**config.mk**
```make
export PLATFORM = sky130hd
export DESIGN_NAME = clk_domain_sequencer_flat
export DESIGN_NICKNAME = d
export VERILOG_FILES = /design/src/rtl/clk_seq_pkg.sv /design/src/rtl/clk_domain_sequencer_if.sv /design/src/rtl/clk_seq_lock_sync.sv /design/src/rtl/clk_domain_sequencer.sv /design/src/flat_wrapper.sv
export SDC_FILE = /design/constraint.sdc
export NUM_CORES = 1
export LEC_CHECK = 0
export BUFFER_PORTS_ARGS = -buffer_cell sky130_fd_sc_hd__buf_2
export CAP_MARGIN = 10
export CELL_PAD_IN_SITES_DETAIL_PLACEMENT = 1
export CELL_PAD_IN_SITES_GLOBAL_PLACEMENT = 2
export CORE_ASPECT_RATIO = 0.8
export CORE_UTILIZATION = 34
export CTS_CLUSTER_SIZE = 20
export DETAILED_ROUTE_END_ITERATION = 7
export PLACE_DENSITY_LB_ADDON = 0.2
export SETUP_SLACK_MARGIN = 0.05
export SLEW_MARGIN = 10
export SYNTH_ARGS = -nofsm -noshare
export SYNTH_HDL_FRONTEND = slang
export SYNTH_SLANG_ARGS = --single-unit
```
**constraint.sdc**
```tcl
create_clock -name clk -period 3.39 [get_ports clk]
set_clock_uncertainty 0.2 [all_clocks]
set_input_delay 0.5085 -clock clk [delete_from_list [all_inputs] [get_ports clk]]
set_output_delay 0.5085 -clock clk [all_outputs]
set_load 0.02 [all_outputs]
```
**src/rtl/clk_seq_pkg.sv**
```systemverilog
// Shared encodings for the clock-domain power/lock sequencer: FSM states,
// per-domain status and domain index constants.
package clk_seq_pkg;

   typedef enum logic [1:0] {
      ST_IDLE      = 2'd0,
      ST_PWRUP     = 2'd1,
      ST_WAIT_LOCK = 2'd2,
      ST_SETTLE    = 2'd3
   } seq_state_e;

   typedef enum logic [1:0] {
      DOM_OFF     = 2'd0,
      DOM_PENDING = 2'd1,
      DOM_ON      = 2'd2,
      DOM_FAULT   = 2'd3
   } dom_status_e;

   localparam int IDX_W          = 3;
   localparam int HDD_DOMAIN_IDX = 0;

endpackage

```
**src/rtl/clk_domain_sequencer_if.sv**
```systemverilog
// Bundle of per-domain request/status signals between the register block
// (master) and the clock-domain sequencer (slave).
interface clk_domain_sequencer_if #(parameter int N = 4);
   import clk_seq_pkg::*;

   // No valid/ready: domain_enable is a quasi-static level, fault_clear is a
   // one-cycle pulse, pll_locked_raw is asynchronous; all outputs are levels.
   logic [N-1:0] domain_enable;
   logic [N-1:0] pll_locked_raw;
   logic [N-1:0] fault_clear;
   logic [N-1:0] pll_pwrdwn;
   logic [N-1:0] pll_rst;
   logic [N-1:0] locked;
   logic [N-1:0] clk_en;
   logic [N-1:0] fault;
   logic         busy;
   logic [2:0]   active_idx;
   seq_state_e   state_dbg;

   modport master (
      output domain_enable, pll_locked_raw, fault_clear,
      input  pll_pwrdwn, pll_rst, locked, clk_en, fault, busy, active_idx, state_dbg
   );

   modport slave (
      input  domain_enable, pll_locked_raw, fault_clear,
      output pll_pwrdwn, pll_rst, locked, clk_en, fault, busy, active_idx, state_dbg
   );

endinterface

```
**src/rtl/clk_seq_lock_sync.sv**
```systemverilog
// Per-bit two-flop synchroniser bringing asynchronous PLL lock indications
// into the reference clock domain.
module clk_seq_lock_sync #(
   parameter int WIDTH = 4
) (
   input  logic             clk,
   input  logic             reset,
   input  logic [WIDTH-1:0] d,
   output logic [WIDTH-1:0] q
);

   logic [WIDTH-1:0] meta_q, meta_d;
   logic [WIDTH-1:0] sync_q, sync_d;

   always_comb begin
      meta_d = d;
      sync_d = meta_q;
   end

   always_ff @(posedge clk) begin
      if (reset) begin
         meta_q <= '0;
         sync_q <= '0;
      end else begin
         meta_q <= meta_d;
         sync_q <= sync_d;
      end
   end

   assign q = sync_q;

endmodule

```
**src/rtl/clk_domain_sequencer.sv**
```systemverilog
// Power/lock sequencer for gated clock domains: powers one PLL up at a time,
// qualifies its lock over a settle window, then opens the domain clock gate.
module clk_domain_sequencer
   import clk_seq_pkg::*;
#(
   parameter int NUM_DOMAINS    = 4,
   parameter int RST_CYCLES     = 16,
   parameter int TIMEOUT_CYCLES = 4096,
   parameter int SETTLE_CYCLES  = 64,
   parameter int CNT_W          = 16
) (
   input  logic                  clk,
   input  logic                  reset,
   clk_domain_sequencer_if.slave bus
);

   logic [NUM_DOMAINS-1:0] lock_sync;
   seq_state_e             state_q, state_d;
   logic [CNT_W-1:0]       cnt_q, cnt_d;
   logic [IDX_W-1:0]       active_q, active_d, pick_idx;
   logic                   busy_q, busy_d;
   logic [NUM_DOMAINS-1:0] pwrdwn_q, pwrdwn_d, rst_q, rst_d;
   logic [NUM_DOMAINS-1:0] locked_q, locked_d, clk_en_q, clk_en_d, fault_q, fault_d;
   dom_status_e            status_q [NUM_DOMAINS];
   dom_status_e            status_d [NUM_DOMAINS];
   logic                   pick_valid, act_en, act_lock;
   logic                   do_start, do_rst_rel, do_timeout, do_commit;

   clk_seq_lock_sync #(.WIDTH(NUM_DOMAINS)) u_lock_sync (
      .clk  (clk),
      .reset(reset),
      .d    (bus.pll_locked_raw),
      .q    (lock_sync)
   );

   always_ff @(posedge clk) begin
      if (reset) begin
         state_q  <= ST_IDLE;
         cnt_q    <= '0;
         active_q <= '0;
         busy_q   <= 1'b0;
      end else begin
         state_q  <= state_d;
         cnt_q    <= cnt_d;
         active_q <= active_d;
         busy_q   <= busy_d;
      end
   end

   always_comb begin
      act_en     = 1'b0;
      act_lock   = 1'b0;
      pick_valid = 1'b0;
      pick_idx   = '0;
      for (int i = 0; i < NUM_DOMAINS; i++) begin
         if (IDX_W'(i) == active_q) begin
            act_en   = bus.domain_enable[i];
            act_lock = lock_sync[i];
         end
      end
      // Descending scan so the lowest pending index wins.
      for (int i = NUM_DOMAINS - 1; i >= 0; i--) begin
         if (status_q[i] == DOM_PENDING && bus.domain_enable[i]) begin
            pick_valid = 1'b1;
            pick_idx   = IDX_W'(i);
         end
      end
      do_start   = (state_q == ST_IDLE) && pick_valid;
      do_rst_rel = (state_q == ST_PWRUP) && act_en && (cnt_q == CNT_W'(RST_CYCLES - 1));
      do_timeout = (state_q == ST_WAIT_LOCK) && act_en && !act_lock &&
                   (cnt_q == CNT_W'(TIMEOUT_CYCLES - 1));
      do_commit  = (state_q == ST_SETTLE) && act_en && act_lock &&
                   (cnt_q == CNT_W'(SETTLE_CYCLES - 1));
      state_d = state_q;
      case (state_q)
         ST_IDLE:      if (do_start) state_d = ST_PWRUP;
         ST_PWRUP:     if (!act_en) state_d = ST_IDLE;
                       else if (do_rst_rel) state_d = ST_WAIT_LOCK;
         ST_WAIT_LOCK: if (!act_en || do_timeout) state_d = ST_IDLE;
                       else if (act_lock) state_d = ST_SETTLE;
         ST_SETTLE:    if (!act_en || do_commit) state_d = ST_IDLE;
                       else if (!act_lock) state_d = ST_WAIT_LOCK;
         default:      state_d = ST_IDLE;
      endcase
   end

   always_comb begin
      cnt_d    = (state_q == ST_IDLE || state_d != state_q) ? '0 : cnt_q + CNT_W'(1);
      busy_d   = (state_d != ST_IDLE);
      active_d = do_start ? pick_idx : ((state_d == ST_IDLE) ? '0 : active_q);
      pwrdwn_d = pwrdwn_q;
      rst_d    = rst_q;
      locked_d = locked_q;
      clk_en_d = clk_en_q;
      fault_d  = fault_q;
      status_d = status_q;
      for (int i = 0; i < NUM_DOMAINS; i++) begin
         if (do_start && pick_idx == IDX_W'(i)) begin
            pwrdwn_d[i] = 1'b0;
            rst_d[i]    = 1'b1;
         end
         if (active_q == IDX_W'(i)) begin
            if (do_rst_rel) rst_d[i] = 1'b0;
            if (do_timeout) begin
               fault_d[i]  = 1'b1;
               pwrdwn_d[i] = 1'b1;
               rst_d[i]    = 1'b1;
               status_d[i] = DOM_FAULT;
            end
            if (do_commit) begin
               locked_d[i] = 1'b1;
               clk_en_d[i] = 1'b1;
               status_d[i] = DOM_ON;
            end
         end
         // Disable gates the clock first; the PLL is stopped one edge later.
         if (!bus.domain_enable[i]) begin
            fault_d[i] = 1'b0;
            if (status_q[i] != DOM_OFF) begin
               status_d[i] = DOM_OFF;
               clk_en_d[i] = 1'b0;
               locked_d[i] = 1'b0;
            end else begin
               pwrdwn_d[i] = 1'b1;
               rst_d[i]    = 1'b1;
            end
         end else begin
            case (status_q[i])
               DOM_OFF:   if (!fault_q[i]) status_d[i] = DOM_PENDING;
               DOM_ON:    if (!lock_sync[i]) begin
                             locked_d[i] = 1'b0;
                             clk_en_d[i] = 1'b0;
                             status_d[i] = DOM_PENDING;
                          end
               DOM_FAULT: if (bus.fault_clear[i]) begin
                             fault_d[i]  = 1'b0;
                             status_d[i] = DOM_PENDING;
                          end
               default:   ;
            endcase
         end
      end
   end

   always_ff @(posedge clk) begin
      if (reset) begin
         pwrdwn_q <= '1;
         rst_q    <= '1;
         locked_q <= '0;
         clk_en_q <= '0;
         fault_q  <= '0;
         for (int i = 0; i < NUM_DOMAINS; i++) status_q[i] <= DOM_OFF;
      end else begin
         pwrdwn_q <= pwrdwn_d;
         rst_q    <= rst_d;
         locked_q <= locked_d;
         clk_en_q <= clk_en_d;
         fault_q  <= fault_d;
         for (int i = 0; i < NUM_DOMAINS; i++) status_q[i] <= status_d[i];
      end
   end

   assign bus.pll_pwrdwn = pwrdwn_q;
   assign bus.pll_rst    = rst_q;
   assign bus.locked     = locked_q;
   assign bus.clk_en     = clk_en_q;
   assign bus.fault      = fault_q;
   assign bus.busy       = busy_q;
   assign bus.active_idx = active_q;
   assign bus.state_dbg  = state_q;

endmodule

```
**src/flat_wrapper.sv**
```systemverilog
// flat-port wrapper written by rule: the top's interface ports become plain ports
module clk_domain_sequencer_flat import clk_seq_pkg::*;
#(
   parameter int NUM_DOMAINS    = 4,
   parameter int RST_CYCLES     = 16,
   parameter int TIMEOUT_CYCLES = 4096,
   parameter int SETTLE_CYCLES  = 64,
   parameter int CNT_W          = 16
)
  (clk, reset, bus_domain_enable, bus_pll_locked_raw, bus_fault_clear, bus_pll_pwrdwn, bus_pll_rst, bus_locked, bus_clk_en, bus_fault, bus_busy, bus_active_idx, bus_state_dbg);
  clk_domain_sequencer_if #(.N((4))) bus_i ();
  input  logic clk;
  input  logic reset;
  input wire logic [$bits(bus_i.domain_enable)-1:0] bus_domain_enable;
  input wire logic [$bits(bus_i.pll_locked_raw)-1:0] bus_pll_locked_raw;
  input wire logic [$bits(bus_i.fault_clear)-1:0] bus_fault_clear;
  output wire logic [$bits(bus_i.pll_pwrdwn)-1:0] bus_pll_pwrdwn;
  output wire logic [$bits(bus_i.pll_rst)-1:0] bus_pll_rst;
  output wire logic [$bits(bus_i.locked)-1:0] bus_locked;
  output wire logic [$bits(bus_i.clk_en)-1:0] bus_clk_en;
  output wire logic [$bits(bus_i.fault)-1:0] bus_fault;
  output wire logic [$bits(bus_i.busy)-1:0] bus_busy;
  output wire logic [$bits(bus_i.active_idx)-1:0] bus_active_idx;
  output wire logic [$bits(bus_i.state_dbg)-1:0] bus_state_dbg;
  assign bus_i.domain_enable = bus_domain_enable;
  assign bus_i.pll_locked_raw = bus_pll_locked_raw;
  assign bus_i.fault_clear = bus_fault_clear;
  assign bus_pll_pwrdwn = bus_i.pll_pwrdwn;
  assign bus_pll_rst = bus_i.pll_rst;
  assign bus_locked = bus_i.locked;
  assign bus_clk_en = bus_i.clk_en;
  assign bus_fault = bus_i.fault;
  assign bus_busy = bus_i.busy;
  assign bus_active_idx = bus_i.active_idx;
  assign bus_state_dbg = bus_i.state_dbg;
  clk_domain_sequencer #(.NUM_DOMAINS(NUM_DOMAINS), .RST_CYCLES(RST_CYCLES), .TIMEOUT_CYCLES(TIMEOUT_CYCLES), .SETTLE_CYCLES(SETTLE_CYCLES), .CNT_W(CNT_W)) u_core (.clk(clk), .reset(reset), .bus(bus_i));
endmodule
```
After elaboration in Yosys (flattened, before gate mapping)
Cells that the tools add are included.
{"block": "op_classes", "addsub": 1, "eq_ne": 28, "n_mux": 170, "bitwise_logic": 4, "reduce_logical": 41}
{"operator": "1-bit two-way mux", "n": 120}
{"operator": "2-bit two-way mux", "n": 43}
{"operator": "2-bit == test (second input constant)", "n": 12}
{"operator": "2-bit case mux with 3 select lines", "n": 4}
{"operator": "1-bit logical AND", "n": 17}
{"operator": "16-bit by 1-bit adder with 16-bit output (second input constant)", "n": 1}
{"operator": "16-bit by 12-bit == test with 1-bit output (second input constant)", "n": 1}
{"operator": "16-bit by 4-bit == test with 1-bit output (second input constant)", "n": 1}
{"operator": "16-bit by 6-bit == test with 1-bit output (second input constant)", "n": 1}
{"operator": "2-bit by 1-bit == test with 1-bit output (second input constant)", "n": 6}
{"operator": "2-bit zero test", "n": 6}
{"operator": "2-bit nonzero test", "n": 6}
{"operator": "2-bit OR reduction", "n": 5}
{"operator": "2-bit case mux with 4 select lines", "n": 1}
{"operator": "2-bit by 3-bit == test with 1-bit output (first input constant)", "n": 2}
{"operator": "3-bit by 2-bit == test with 1-bit output (second input constant)", "n": 2}
{"operator": "3-bit zero test", "n": 2}
{"operator": "3-bit two-way mux", "n": 2}
{"operator": "1-bit NOT", "n": 4}
{"operator": "1-bit by 3-bit == test with 1-bit output (first input constant)", "n": 1}
{"operator": "3-bit by 1-bit == test with 1-bit output (second input constant)", "n": 1}
{"operator": "1-bit logical OR", "n": 3}
{"operator": "1-bit zero test", "n": 2}
{"operator": "2-bit inequality test", "n": 1}
{"block": "totals", "register_bits": 58, "input_bits": 14, "output_inout_bits": 26, "word_cells": 262}

Logic depth before layout (Yosys ltp)
Gate-level depths: netlist of the first run.
{"block": "depth", "depth_word": 14, "depth_mapped": 8, "depth_no_buf": 6}

By module
Synthesis of the first run repeated with hierarchy kept, for this count alone.
{"block": "hier_totals", "cells_unflattened": 337, "area_unflattened_um2": 2981.6}
{"mod": "clk_domain_sequencer", "instances": 1, "cells_each": 321, "area_each_um2": 2771.4, "seq_area_each_um2": 980.9}
{"mod": "clk_seq_lock_sync", "instances": 1, "cells_each": 16, "area_each_um2": 210.2, "seq_area_each_um2": 160.2}

Worst setup path before layout of the first run
No wires, ideal clock.
{"block": "synth_timing", "path_kind": "reg-to-reg", "from": "register u_core.active_q[0], in the netlist u_core.bus.active_idx[0]", "to": "register u_core.pwrdwn_q[2], in the netlist u_core.bus.pll_pwrdwn[2]", "setup_ps": 57, "arrival_time_ps": 2297, "required_ps": 3133, "slack_ps": 836, "stages_incl_launch_ff": 7, "path_buffers": 1, "synth_period_minus_slack_ps": 2554, "cell_sequence": "dfxtp_1 > mux4_2 > or4_4 > or3_1 > buf_6 > o21a_1 > a21bo_2"}
{"block": "synth_between", "elab_chain_len": 12, "word_cells_on_any_way": 21, "cone_classes": "eq/ne: 4; mux: 12; reduce/logical: 5"}
{"element": "start: declaration", "line": "clk_domain_sequencer.sv:20", "source": "logic [IDX_W-1:0] active_q, active_d, pick_idx;"}
{"element": "start signal: assignment", "line": "clk_domain_sequencer.sv:45", "source": "active_q <= active_d;"}
{"element": "3-bit zero test", "line": "clk_domain_sequencer.sv:56", "source": "if (IDX_W'(i) == active_q) begin"}
{"element": "1-bit two-way mux (4 in a row)", "line": "clk_domain_sequencer.sv:56"}
{"element": "1-bit logical AND / 1-bit zero test (equally long branches)", "line": "clk_domain_sequencer.sv:70", "source": "do_timeout = (state_q == ST_WAIT_LOCK) && act_en && !act_lock &&"}
{"element": "1-bit logical AND (2 in a row)", "line": "clk_domain_sequencer.sv:70"}
{"element": "1-bit two-way mux", "line": "clk_domain_sequencer.sv:104", "source": "if (do_timeout) begin"}
{"element": "1-bit two-way mux *", "line": "clk_domain_sequencer.sv:102", "source": "if (active_q == IDX_W'(i)) begin"}
{"element": "1-bit two-way mux", "line": "clk_domain_sequencer.sv:119", "source": "if (status_q[i] != DOM_OFF) begin"}
{"element": "1-bit two-way mux *", "line": "clk_domain_sequencer.sv:117", "source": "if (!bus.domain_enable[i]) begin"}
{"element": "end signal: assignment", "line": "clk_domain_sequencer.sv:154", "source": "pwrdwn_q <= pwrdwn_d;"}
{"element": "end: declaration", "line": "clk_domain_sequencer.sv:22", "source": "logic [NUM_DOMAINS-1:0] pwrdwn_q, pwrdwn_d, rst_q, rst_d;"}
Mark *: on every way between the ends. The rest lies on a longest branch, timed or not.
A chain may end at the register's enable or synchronous reset.

Worst setup path after layout of the first run
{"block": "layout_timing", "from": "register u_core.active_q[1], in the netlist u_core.bus.active_idx[1]", "to": "register u_core.status_q[3] (netlist bit)"}
{"block": "layout_between", "elab_chain_len": 14, "word_cells_on_any_way": 29, "cone_classes": "eq/ne: 4; mux: 17; reduce/logical: 8"}
{"element": "3-bit zero test", "line": "clk_domain_sequencer.sv:56"}
{"element": "1-bit two-way mux (4 in a row)", "line": "clk_domain_sequencer.sv:56"}
{"element": "1-bit logical AND / 1-bit zero test (equally long branches)", "line": "clk_domain_sequencer.sv:70"}
{"element": "1-bit logical AND (2 in a row)", "line": "clk_domain_sequencer.sv:70"}
{"element": "2-bit two-way mux", "line": "clk_domain_sequencer.sv:104"}
{"element": "2-bit two-way mux", "line": "clk_domain_sequencer.sv:110", "source": "if (do_commit) begin"}
{"element": "2-bit two-way mux *", "line": "clk_domain_sequencer.sv:102"}
{"element": "2-bit two-way mux, on equally long branches", "line": "clk_domain_sequencer.sv:135, clk_domain_sequencer.sv:129, clk_domain_sequencer.sv:130"}
{"element": "2-bit case mux with 3 select lines", "line": "clk_domain_sequencer.sv:128", "source": "case (status_q[i])"}
{"element": "2-bit two-way mux *", "line": "clk_domain_sequencer.sv:117"}
{"element": "end: declaration", "line": "clk_domain_sequencer.sv:24", "source": "dom_status_e status_q [NUM_DOMAINS];"}
Marked as above.

==> impl_metrics.json, run 1 <==
{
  "status": "completed",
  "viasPerCell": 5.207,
  "hold_viol": 0,
  "wire_per_inst_um": 15.60,
  "register_area_sq_um": 1141,
  "hp-class": "primary input to flip-flop",
  "async_reset_ff_share_pct": 0,
  "ys_seq_area_share_pct": 41.27,
  "htree_levels": 3,
  "multi_input_area_sq_um": 1496,
  "hpwlAfterDp_um": 5256,
  "grt_usage_pct": 19.43,
  "clock.fmax_ghz": 0.3562,
  "num-fill-cells": 980,
  "yosysWarningCount": 0,
  "wl_um": 7377,
  "avgSynthCellArea_sq_um": 8.534,
  "clock_sinks": 57,
  "root_buffer": "clkbuf_8",
  "grt_pass1_vias": 2427,
  "setup_viol": 0,
  "p_leak_nw": 1.239,
  "clock_latency_ns": 0.36,
  "fin_crit_ns": 2.808,
  "drive_above_1_share_pct": 20.27,
  "dpl.cell_count": 457,
  "cts_setup_buffers": 0,
  "drv_cap": 0,
  "grt_max_degree": 29,
  "die_x_um": 102.8,
  "arrival_ns": 2.91,
  "synth_area_leader_cell": "dfxtp_1",
  "holdWs_ns": 0.1585,
  "post_cts_resized": 0,
  "synth_top_area_share_pct": 41.27,
  "final_antenna_net_count": 0,
  "cp_max_fo": 12,
  "crit_required_ns": 3.49,
  "synth.distinct_cells": 48,
  "drtIter0Drc": 84,
  "drv_slew": 0,
  "route.detailed.drc": 0,
  "synthFlopType": "dfxtp_1",
  "die_y_um": 82.66,
  "numCtsBuffers": 9,
  "start_util_pct": 34.96,
  "drtPass1Iterations": 4,
  "cp-end-kind": "flip-flop",
  "ys_top_cells_by_area": "dfxtp_1 41%, nor3_1 5.4%, nor2_1 4.6%",
  "synthTopCellsByCount": "57 x dfxtp_1, 34 x nor2_1, 30 x nor3_1, 19 x a21oi_1, 15 x o21ai_0",
  "clk_pin_slew_worst_paths_ns": 0.07,
  "rows": 29,
  "vdd_ir_drop_max_mv": 0.2133,
  "core-area_sq_um": 7910,
  "gp_congestion": 0.7375,
  "nets": 375,
  "start_kind": "flip-flop",
  "min_period_over_period_pct": 82.82,
  "antenna_found_initial": 0,
  "dr_total_vias": 2463,
  "synth_edf_count": 0,
  "cts_hold_buffers": 0,
  "rsz0062_at_grt": "no",
  "power_density_nw_per_um2": 482.8,
  "post_layout_nonfiller_instances": 473,
  "cts_buffer_depth": 2,
  "synth_nets": 339,
  "grt_pass1_wl_um": 12100,
  "overflow": 0,
  "synthCells": 324,
  "syn_area_sq_um": 2765,
  "antenna_cells": 0,
  "crit_type": "flip-flop to flip-flop",
  "die_area_sq_um": 8500,
  "ys_seq_elements": 57,
  "io_pins": 40,
  "numPortBuffers": 38,
  "area_delta_synth_final_pct": 17.19,
  "finalSetupTns_ns": 0,
  "cts_tree": "done",
  "yosysMostFrequentCell": "dfxtp_1"
}
## cell families after synthesis
kind of cell / share of synthesized area [%]
AND/OR/NAND/NOR: 25.43
AO/OA/AOI/OAI: 21.31
flip-flops: 41.27
buffers and inverters: 4.615
XOR/XNOR: 4.434
multiplexers: 2.353
adder cells (fa/ha/maj): 0.4524
other: 0.1356
## cell usage in the layout, fill, tap and decap left out, types with 10 or more instances in the layout
master	instances
buf_2	38
dfxtp_1	57
o21a_1	14
a21oi_1	19
nor3_1	30
nand2b_1	11
inv_1	10
nand2_1	13
nor2_1	34
o21ai_0	15
## through the flow
stage | worst slack, ns | cell area (sq um) | total power [mW] | utilization (%)
floorplan | 0.8357 | 2765 | 0.8651 | -
global placement | 0.5868 | 3038 | 0.9252 | 38.41
detailed placement | 0.5935 | 3038 | 0.9241 | 38.41
CTS | 0.5691 | 3241 | 1.582 | 40.97
global route | 0.4407 | 3241 | 1.642 | 40.97
finish | 0.5824 | 3241 | 1.565 | 40.97
## routing by layer
metal | routed length (um) | share of wire [%] | global-route usage (%)
met5 | 0 | 0 | 0
met4 | 111 | 1.5 | 8.028
met3 | 342 | 4.6 | 5.556
met2 | 3010 | 41 | 27.73
met1 | 3913 | 53 | 27.19
## area by class of cell
class	instances	area share, %
clock buffers	9	3.822
well taps	108	4.170
repair buffers	43	7.027
clock inverters	7	2.432
multi-input cells	239	46.18
inverters	10	1.158
flip-flops and latches	57	35.21
## flip-flops by register name (all words and copies together), names as in the netlist
name / cells
u_core.bus.busy: 1
u_core.bus.state_dbg: 2
u_core.u_lock_sync.q: 4
u_core.bus.active_idx: 2
u_core.bus.fault: 4
u_core.bus.pll_pwrdwn: 4
u_core.u_lock_sync.meta_q: 4
u_core.bus.clk_en: 4
u_core.bus.locked: 4
u_core.status_q: 8
u_core.cnt_q: 16
u_core.bus.pll_rst: 4
## path summary, 6_finish.rpt
path	startpoint	end	slack, ns	cells after the start
setup / recovery	u_core.bus.active_idx[1]	u_core.status_q[3]	0.58	5
hold / removal	bus_pll_locked_raw[1]	u_core.u_lock_sync.meta_q[1]	0.16	2
setup reg to reg	u_core.bus.active_idx[1]	u_core.status_q[3]	0.58	5
hold reg to reg	u_core.u_lock_sync.meta_q[2]	u_core.u_lock_sync.q[2]	0.25	1
## critical path, stage by stage (launching register included)
cell	delay (ns)
dfxtp_1	0.58
mux4_2	0.43
or4_4	0.50
or3_1	0.53
a21oi_4	0.32
a41o_1	0.20
## report_power, final
group,leakage [nW],internal (mW),switching (mW)
clock,0.0921,0.343,0.311
combinational,0.684,0.0726,0.119
sequential,0.463,0.688,0.0308
(Power assumes the default switching activity.)
==> run 2: changes to the inputs <==
- clock period: 3.39 -> 2.6 ns (I/O delays scaled with it)
==> impl_metrics.json, run 2 (synthesis results as in run 1) <==
{
  "status": "completed",
  "min_period_over_period_pct": 94.52,
  "cts_hold_buffers": 0,
  "clock_sinks": 57,
  "cts_tree": "done",
  "antenna_cells": 0,
  "drive_above_1_share_pct": 24.67,
  "start_kind": "flip-flop",
  "hpwlAfterDp_um": 5804,
  "drtPass1Iterations": 4,
  "die_y_um": 82.66,
  "grt_usage_pct": 20.28,
  "hp-class": "primary input to flip-flop",
  "clk_pin_slew_worst_paths_ns": 0.07,
  "largest-register": "u_core.cnt_q",
  "final_antenna_net_count": 0,
  "viasPerCell": 5.213,
  "dpl.cell_count": 473,
  "area_delta_synth_final_pct": 24.80,
  "clock.fmax_ghz": 0.4069,
  "placed_area_sq_um": 3172,
  "nets": 391,
  "mostFrequentLayoutCell": "dfxtp_1",
  "die_area_sq_um": 8500,
  "drtIter0Drc": 119,
  "post_layout_nonfiller_instances": 489,
  "rsz0062_at_grt": "no",
  "rows": 29,
  "setup_viol": 0,
  "finalSetupTns_ns": 0,
  "layout_common_cells": "56 x dfxtp_1, 38 x buf_2, 34 x nor2_1, 29 x nor3_1, 20 x buf_4",
  "wl_um": 7876,
  "timing.rr.start": "u_core.cnt_q[13]",
  "numPortBuffers": 38,
  "arrival_ns": 2.54,
  "dr_total_vias": 2549,
  "wire_per_inst_um": 16.11,
  "power_density_nw_per_um2": 667.8,
  "largest_register_ffs": 16,
  "timing.rr.end": "u_core.status_q[3]",
  "numCtsBuffers": 9,
  "cts_setup_buffers": 0,
  "p_leak_nw": 1.365,
  "drv_slew": 0,
  "fin_area_sq_um": 3451,
  "rrSetupSlack_ns": 0.14,
  "route.detailed.drc": 0,
  "vdd_ir_drop_max_mv": 0.3579,
  "overflow": 0,
  "drv_cap": 0,
  "hold_viol": 0,
  "grt_pass1_wl_um": 12740,
  "grt_pass1_vias": 2388,
  "register_area_sq_um": 1142,
  "cp_max_fo": 8,
  "grt_max_degree": 29,
  "crit_type": "flip-flop to flip-flop",
  "antenna_found_initial": 0,
  "cp-end-kind": "flip-flop",
  "worst_pin_slew_ns": 0.4985,
  "die_x_um": 102.8,
  "clock_latency_ns": 0.34,
  "cts_buffer_depth": 2,
  "gp_congestion": 0.7881,
  "crit_end": "u_core.status_q[3]",
  "start_util_pct": 34.96,
  "crit_path_start": "u_core.cnt_q[13]",
  "num-fill-cells": 983,
  "reg2reg_depth": 5,
  "slew_headroom_pct": 66.54,
  "crit_required_ns": 2.69,
  "fin_crit_ns": 2.457,
  "multi_input_area_sq_um": 1513,
  "root_buffer": "clkbuf_8",
  "htree_levels": 3,
  "reg.largest.list": "u_core.cnt_q x16, u_core.status_q x8",
  "io_pins": 40,
  "core-area_sq_um": 7910
}
==> run 2: cell types whose count changed in the layout (fill, tap and decap cells not counted), sizes merged <==
cell,previous run,this run
bufinv,1,3
clkinvlp,3,1
buf,43,59
clkinv,2,0
clkbuf,9,12
inv,11,10
==> run 2: area by class of cell <==
type / instances / area share [%]
timing repair buffer: 59 / 10.44
multi-input combinational: 239 / 43.84
clock buffer: 12 / 4.786
tap: 108 / 3.916
inverter: 10 / 1.088
clock inverter: 4 / 2.828
sequential: 57 / 33.10
==> run 2: repair_timing <==
| item | CTS | global route |
|---|---|---|
| hold endpoints to repair | 0 | 0 |
| endpoints found under the setup margin | 8 | 22 |
| gates resized for setup | 1 | 2 |
==> run 2: worst min path at each step <==
stage | cells past startpoint | from | slack, ns | endpoint
2_1_floorplan | 1 | u_core.u_lock_sync.meta_q[0] | 0.21 | u_core.u_lock_sync.q[0]
3_3_place_gp | 1 | u_core.u_lock_sync.meta_q[1] | 0.22 | u_core.u_lock_sync.q[1]
3_5_place_dp | 1 | u_core.u_lock_sync.meta_q[3] | 0.23 | u_core.u_lock_sync.q[3]
4_1_cts | 2 | bus_pll_locked_raw[1] | 0.04 | u_core.u_lock_sync.meta_q[1]
5_1_grt | 2 | bus_pll_locked_raw[2] | 0.08 | u_core.u_lock_sync.meta_q[2]
6_report | 2 | bus_pll_locked_raw[1] | 0.06 | u_core.u_lock_sync.meta_q[1]
==> run 2: per-layer routing <==
layer,vias to the layer above,track usage [%],wire (um)
met1,1216,30.95,4305
met4,0,6.761,81
met3,7,3.788,364
met2,59,28.00,3125
met5,-,0,0
li1,1267,-,-
==> run 2: where the power goes <==
part	internal [mW]	switching (mW)	total (mW)	leakage [nW]
clock network	0.716	0.376	1.09	0.129
logic	0.111	0.177	0.288	0.773
registers	0.898	0.0265	0.925	0.464
total	1.72	0.580	2.30	1.37
==> run 2: critical path, stage by stage, from the launching register on <==
cell and delay (ns):
dfxtp_1 0.31, or4_4 0.54, or4_4 0.53, or3_4 0.42, a21oi_4 0.23, a41o_1 0.18
==> run 2: metrics by stage <==
stage	power, mW	hold slack [ns]	util [%]	setup slack, ns
floorplan	1.128	0.2138	-	0.1370
global placement	1.228	0.2194	40.10	0.04039
detailed placement	1.230	0.2272	40.10	-0.01311
CTS	2.329	0.04253	43.48	0.05359
global route	2.398	0.08043	43.63	0.05261
finish	2.304	0.06413	43.63	0.1426
